--- src/rtl/ram_row_streamer.sv ---
// ram_row_streamer: read-side sequencer for the wide row port of the activation/weight RAM.
// On start it issues a strided run of single-cycle row reads and returns the rows over a
// valid/ready stream. A 2-entry FIFO absorbs the RAM's one-cycle read latency, so reads are
// throttled by a credit check and backpressure never drops a row.
//
// Ports:
//   clk, rst               clock, synchronous active-high reset
//   start_i                launch (IDLE only); base_addr_i/stride_i/num_rows_i latched on start
//   abort_i                cancel the transfer and flush (ignored in IDLE)
//   busy_o, done_o         not-IDLE flag; one-cycle completion/abort pulse
//   rd_en_o, rd_addr_o     RAM row-port read request
//   rd_data_i              RAM row data, valid the cycle after rd_en_o
//   row_data_o/valid/last  FIFO head toward the compute array
//   row_ready_i            downstream accept
module ram_row_streamer #(
  parameter int unsigned addrWidth  = 32,
  parameter int unsigned dataSize   = 8,
  parameter int unsigned rowWidth   = 256,
  parameter int unsigned countWidth = 16
) (
  input  logic                  clk,
  input  logic                  rst,
  input  logic                  start_i,
  input  logic [addrWidth-1:0]  base_addr_i,
  input  logic [addrWidth-1:0]  stride_i,
  input  logic [countWidth-1:0] num_rows_i,
  input  logic                  abort_i,
  output logic                  busy_o,
  output logic                  done_o,
  output logic                  rd_en_o,
  output logic [addrWidth-1:0]  rd_addr_o,
  input  logic [rowWidth-1:0]   rd_data_i,
  output logic [rowWidth-1:0]   row_data_o,
  output logic                  row_valid_o,
  input  logic                  row_ready_i,
  output logic                  row_last_o
);

  if (rowWidth % dataSize != 0) begin : g_bad_width
    $error("rowWidth must be a whole number of dataSize entries");
  end

  typedef enum logic [1:0] {StIdle, StRun, StDrain} state_e;

  state_e                state_q, state_d;
  logic [addrWidth-1:0]  addr_q, addr_d;
  logic [addrWidth-1:0]  stride_q, stride_d;
  logic [countWidth-1:0] num_rows_q, num_rows_d;
  logic [countWidth-1:0] issued_q, issued_d;
  logic [countWidth-1:0] accepted_q, accepted_d;
  logic                  inflight_q, inflight_d;
  logic                  inflight_last_q, inflight_last_d;
  logic                  done_q, done_d;

  logic [rowWidth-1:0]   fifo_data_q [2];
  logic                  fifo_last_q [2];
  logic                  wr_ptr_q, rd_ptr_q;
  logic [1:0]            count_q;

  logic                  pop, issue, last_pop, flush, credit_ok;
  logic [2:0]            occupancy;

  assign row_valid_o = (count_q != 2'd0);
  assign pop         = row_valid_o && row_ready_i;
  // Rows already owned (buffered + in flight) minus the one leaving this cycle must be < 2.
  assign occupancy   = 3'(count_q) + 3'(inflight_q);
  assign credit_ok   = occupancy < (3'd2 + 3'(pop));
  assign issue       = (state_q == StRun) && !abort_i && (issued_q < num_rows_q) && credit_ok;
  assign last_pop    = (state_q == StDrain) && pop && (accepted_q == num_rows_q - countWidth'(1));
  assign flush       = abort_i && (state_q != StIdle);

  always_comb begin
    state_d         = state_q;
    addr_d          = addr_q;
    stride_d        = stride_q;
    num_rows_d      = num_rows_q;
    issued_d        = issued_q;
    accepted_d      = pop ? accepted_q + countWidth'(1) : accepted_q;
    inflight_d      = issue;
    inflight_last_d = issue && (issued_q == num_rows_q - countWidth'(1));
    done_d          = 1'b0;

    unique case (state_q)
      StIdle: begin
        if (start_i) begin
          if (num_rows_i != '0) begin
            addr_d     = base_addr_i;
            stride_d   = stride_i;
            num_rows_d = num_rows_i;
            issued_d   = '0;
            accepted_d = '0;
            state_d    = StRun;
          end else begin
            done_d = 1'b1;
          end
        end
      end
      StRun: begin
        if (issue) begin
          addr_d   = addr_q + stride_q;
          issued_d = issued_q + countWidth'(1);
          if (issued_q + countWidth'(1) == num_rows_q) state_d = StDrain;
        end
      end
      StDrain: begin
        if (last_pop) state_d = StIdle;
      end
      default: state_d = StIdle;
    endcase

    if (flush) begin
      state_d         = StIdle;
      inflight_d      = 1'b0;
      inflight_last_d = 1'b0;
      done_d          = 1'b1;
    end
  end

  always_ff @(posedge clk) begin
    if (rst) begin
      state_q         <= StIdle;
      addr_q          <= '0;
      stride_q        <= '0;
      num_rows_q      <= '0;
      issued_q        <= '0;
      accepted_q      <= '0;
      inflight_q      <= 1'b0;
      inflight_last_q <= 1'b0;
      done_q          <= 1'b0;
    end else begin
      state_q         <= state_d;
      addr_q          <= addr_d;
      stride_q        <= stride_d;
      num_rows_q      <= num_rows_d;
      issued_q        <= issued_d;
      accepted_q      <= accepted_d;
      inflight_q      <= inflight_d;
      inflight_last_q <= inflight_last_d;
      done_q          <= done_d;
    end
  end

  // Output FIFO. The push is the unconditional capture of last cycle's read.
  always_ff @(posedge clk) begin
    if (rst || flush) begin
      fifo_data_q[0] <= '0;
      fifo_data_q[1] <= '0;
      fifo_last_q[0] <= 1'b0;
      fifo_last_q[1] <= 1'b0;
      wr_ptr_q       <= 1'b0;
      rd_ptr_q       <= 1'b0;
      count_q        <= 2'd0;
    end else begin
      if (inflight_q) begin
        fifo_data_q[wr_ptr_q] <= rd_data_i;
        fifo_last_q[wr_ptr_q] <= inflight_last_q;
        wr_ptr_q              <= ~wr_ptr_q;
      end
      if (pop) rd_ptr_q <= ~rd_ptr_q;
      count_q <= count_q + 2'(inflight_q) - 2'(pop);
    end
  end

  assign busy_o     = (state_q != StIdle);
  // An abort in the final-pop cycle already yields the registered pulse; avoid a second one.
  assign done_o     = done_q || (last_pop && !abort_i);
  assign rd_en_o    = issue;
  assign rd_addr_o  = issue ? addr_q : '0;
  assign row_data_o = fifo_data_q[rd_ptr_q];
  assign row_last_o = row_valid_o && fifo_last_q[rd_ptr_q];

endmodule

--- config.mk ---
export PLATFORM = sky130hd
export DESIGN_NAME = ram_row_streamer
export DESIGN_NICKNAME = d
export VERILOG_FILES = /design/src/rtl/ram_row_streamer.sv
export SDC_FILE = /design/constraint.sdc
export NUM_CORES = 1
export LEC_CHECK = 0
export CORE_AREA = 5 5 244 246
export CTS_BUF_LIST = sky130_fd_sc_hd__clkbuf_2 sky130_fd_sc_hd__clkbuf_4 sky130_fd_sc_hd__clkbuf_8
export DETAILED_ROUTE_END_ITERATION = 6
export DIE_AREA = 0 0 249 251
export HOLD_SLACK_MARGIN = 0.06
export PLACE_DENSITY = 0.83
export SKIP_CTS_REPAIR_TIMING = 1
export SLEW_MARGIN = 20
export SYNTH_ARGS = -nofsm -noshare
export SYNTH_HDL_FRONTEND = slang
export SYNTH_SLANG_ARGS = --single-unit
--- constraint.sdc ---
create_clock -name clk -period 15.46 [get_ports clk]
set_input_delay 3.865 -clock clk [delete_from_list [all_inputs] [get_ports clk]]
set_output_delay 3.865 -clock clk [all_outputs]
set_load 0.03 [all_outputs]
==> impl_metrics.env <==
export IMPL_synth_top_cell_by_area="edfxtp_1"
export IMPL_placed_area_mm2=0.0373
export IMPL_synth_warnings=0
export IMPL_r2r_slack_ns=11.78
export IMPL_hold_viol=0
export IMPL_clockBufferDepth=3
export IMPL_critPathArrivalTime_ns=7.40
export IMPL_avgSynthCellArea_um2=12.0
export IMPL_vias=22100
export IMPL_max_cap_violations=0
export IMPL_ys_types=65
export IMPL_p_switching_mw=1.44
export IMPL_fin_skew_ns=0.0367
export IMPL_ff_latch_area_mm2=0.0179
export IMPL_met1_length_mm=34.2
export IMPL_tritoncts="yes"
export IMPL_switching_share=0.303
export IMPL_ant_nets=0
export IMPL_seq_power_share=0.437
export IMPL_viasPerCell=5.57
export IMPL_layout_common_cells="632 x clkdlybuf4s50_1, 550 x and2_1, 514 x edfxtp_1, 256 x mux2_2, 169 x nand2_1"
export IMPL_gp_congestion=0.942
export IMPL_cts_root_buffer="clkbuf_8"
export IMPL_nNetsFinal=3510
export IMPL_antenna_found_initial=23
export IMPL_setup_viol_count_final=0
export IMPL_portBuffers=633
export IMPL_fp_dieW_um=249
export IMPL_power_mw=4.75
export IMPL_r2r_start="num_rows_q[2]$_SDFFE_PP0P_"
export IMPL_r2r_cells=11
export IMPL_fillers=3962
export IMPL_drtIter0Drc=1699
export IMPL_netlist_instances=2522
export IMPL_place_hpwl_mm=62.1
export IMPL_path_max_fanout=41
export IMPL_synth_seq_area_share=0.588
export IMPL_async_flop_share=0
export IMPL_rows=88
export IMPL_holdWs_ns=0.462
export IMPL_reg2reg_to="state_q[0]$_SDFFE_PP0P_"
export IMPL_cts_clk_slew_worst_paths_ns=0.06
export IMPL_required_ns=11.60
export IMPL_slew_headroom=0.244
export IMPL_io_pins=634
export IMPL_utilization=0.689
export IMPL_synthTopCellsByArea="edfxtp_1 51%, and2_1 11%, mux2_2 9.5%"
export IMPL_power_leakage_nw=15.0
export IMPL_p_int_mw=3.31
export IMPL_fin_tns_setup_ns=0
export IMPL_die_h_um=251
export IMPL_holdCritPathClass="flop to flop"
export IMPL_hold_path_end="stride_q[24]$_SDFFE_PP0P_"
export IMPL_startpoint_type="input port"
export IMPL_min_period_ns=11.27
export IMPL_slew_violations=0
export IMPL_multi_input_area_mm2=0.0118
export IMPL_syn2layout_area_growth_pct=29.7
export IMPL_post_route_cell_area_mm2=0.0394
export IMPL_dr_pass1_iters=7
export IMPL_cts_made_buffers=101
export IMPL_grt_pass1_wl_mm=134
export IMPL_comb_power_share=0.256
export IMPL_synthesis_area_mm2=0.0304
export IMPL_worst_pin_slew_ns=1.13
export IMPL_end_kind="output port"
export IMPL_htree_levels=3
export IMPL_clk_latency_ns=0.70
export IMPL_start_util=0.532
export IMPL_wl_met3_mm=7.09
export IMPL_final_common_cell="clkdlybuf4s50_1"
export IMPL_synth_ff_type="edfxtp_1"
export IMPL_fin_crit_sh=0.729
export IMPL_top_layer_used="met5"
export IMPL_grt_start_max_net_pins=173
export IMPL_dr_wl_met2_mm=44.8
export IMPL_routed_wl_mm=89.3
export IMPL_ys_ff_latch=636
export IMPL_p_per_area_mw_per_mm2=121
export IMPL_run_status="completed"
export IMPL_synth_top_area_share=0.508
export IMPL_drive_above_1_share=0.144
export IMPL_max_freq_ghz=0.0887
export IMPL_grt_usage=0.274
export IMPL_hp_start="stride_q[24]$_SDFFE_PP0P_"
export IMPL_power_frac_clock=0.307
export IMPL_coreArea_mm2=0.0571
export IMPL_vdd_ir_drop_worst_mv=0.0660
export IMPL_wl_per_cell_um=22.5
export IMPL_post_route_drc_count=0
export IMPL_overflow=0
export IMPL_die_area_mm2=0.0625
export IMPL_syn_num_nets=2918
export IMPL_critPathKind="input port to output port"
export IMPL_synth_edf_count=514
export IMPL_clock_sinks=636
export IMPL_hold_depth=2
export IMPL_grt_pass1_vias=22100
export IMPL_rsz0062_at_grt="false"
[critical path, cell delays in order]
cell and delay (ns):
clkdlybuf4s50_1 0.46, nand2_1 0.12, o21ai_0 0.38, nand3_1 0.19, a211oi_1 0.55, a21oi_1 0.15
buf_4 0.21, clkinv_1 0.53, and2_1 0.24, clkdlybuf4s50_1 0.68
[power by group through the flow]
stage / logic [mW] / clock network [mW] / registers, mW
finish: 1.22 / 1.46 / 2.08
global route: 1.28 / 1.57 / 2.09
CTS: 1.22 / 1.48 / 2.08
detailed placement: 1.21 / 0 / 2.11
global placement: 1.20 / 0 / 2.10
floorplan: 0.740 / 0 / 2.11
[registers in the layout, indices dropped and copies added, names as in the netlist, named ones only]
name             cells
count_q              2
done_q               1
inflight_last_q      1
stride_q            32
fifo_last_q          2
addr_q              32
inflight_q           1
fifo_data_q        512
wr_ptr_q             1
state_q              2
accepted_q          16
num_rows_q          16
issued_q            16
rd_ptr_q             1
[per-layer routing]
metal,GRT usage,vias to the layer above
met5,0,-
met4,0.111,12
met3,0.0681,170
met2,0.472,913
met1,0.334,10900
li1,-,10100
[final cells by class]
type,count,area share
Inverter,37,0.00352
Timing Repair Buffer,650,0.166
Clock buffer,152,0.0464
Tap cell,765,0.0243
Antenna cell,18,0.00114
Clock inverter,28,0.00549
Sequential cell,636,0.454
Multi-Input combinational cell,1688,0.300
[cell families (layout without fill, tap and decap cells)]
group                      count (synthesis)  in the layout  synth area share
adders and majority gates                 55             55            0.0229
other                                      0             18                 0
muxes                                    263            263            0.0972
and+or+nand+nor                          994            994             0.182
AOI/OAI and AO/OA                        278            278            0.0564
DFF                                      636            636             0.588
buffers and inverters                    198            867            0.0249
xor gates and xnor gates                  98             98            0.0287
[worst max-delay path by stage]
stage	from	endpoint	slack [ns]	cells after the start
floorplan	rst	fifo_data_q[0][0]$_SDFFCE_PN0P_	5.06	3
global placement	row_ready_i	rd_addr_o[28]	4.09	10
detailed placement	row_ready_i	rd_addr_o[17]	4.00	10
CTS	row_ready_i	rd_addr_o[17]	3.97	10
global route	row_ready_i	rd_addr_o[17]	3.97	10
finish	row_ready_i	rd_addr_o[17]	4.19	10
[cell usage after synthesis, types with 6 or more instances]
library cell	count
or3_1	8
xor2_1	41
nor2b_1	11
and2_1	550
mux2i_1	7
clkbuf_1	152
edfxtp_1	514
a211oi_1	26
nor3_1	31
inv_1	36
dfxtp_1	122
nand3b_1	10
mux2_2	256
nand2_1	171
nor2_1	104
nor4_1	10
nand3_1	30
o21ai_0	43
xnor2_1	56
o211ai_1	9
a21o_1	19
a31oi_1	12
nand2b_1	13
a21oi_1	119
o21bai_1	6
nand4_1	20
ha_1	54
a311oi_1	12
and3_1	16
[per-stage QoR]
| stage | cells | setup slack [ns] |
|---|---|---|
| after CTS | 3956 | 3.97 |
| final | 3974 | 4.19 |
| after global routing | 3971 | 3.97 |
| after detailed placement | 3776 | 4.00 |
| after floorplan | 2522 | 5.06 |
| after global placement | 3775 | 4.09 |
(Power assumes the default switching activity.)
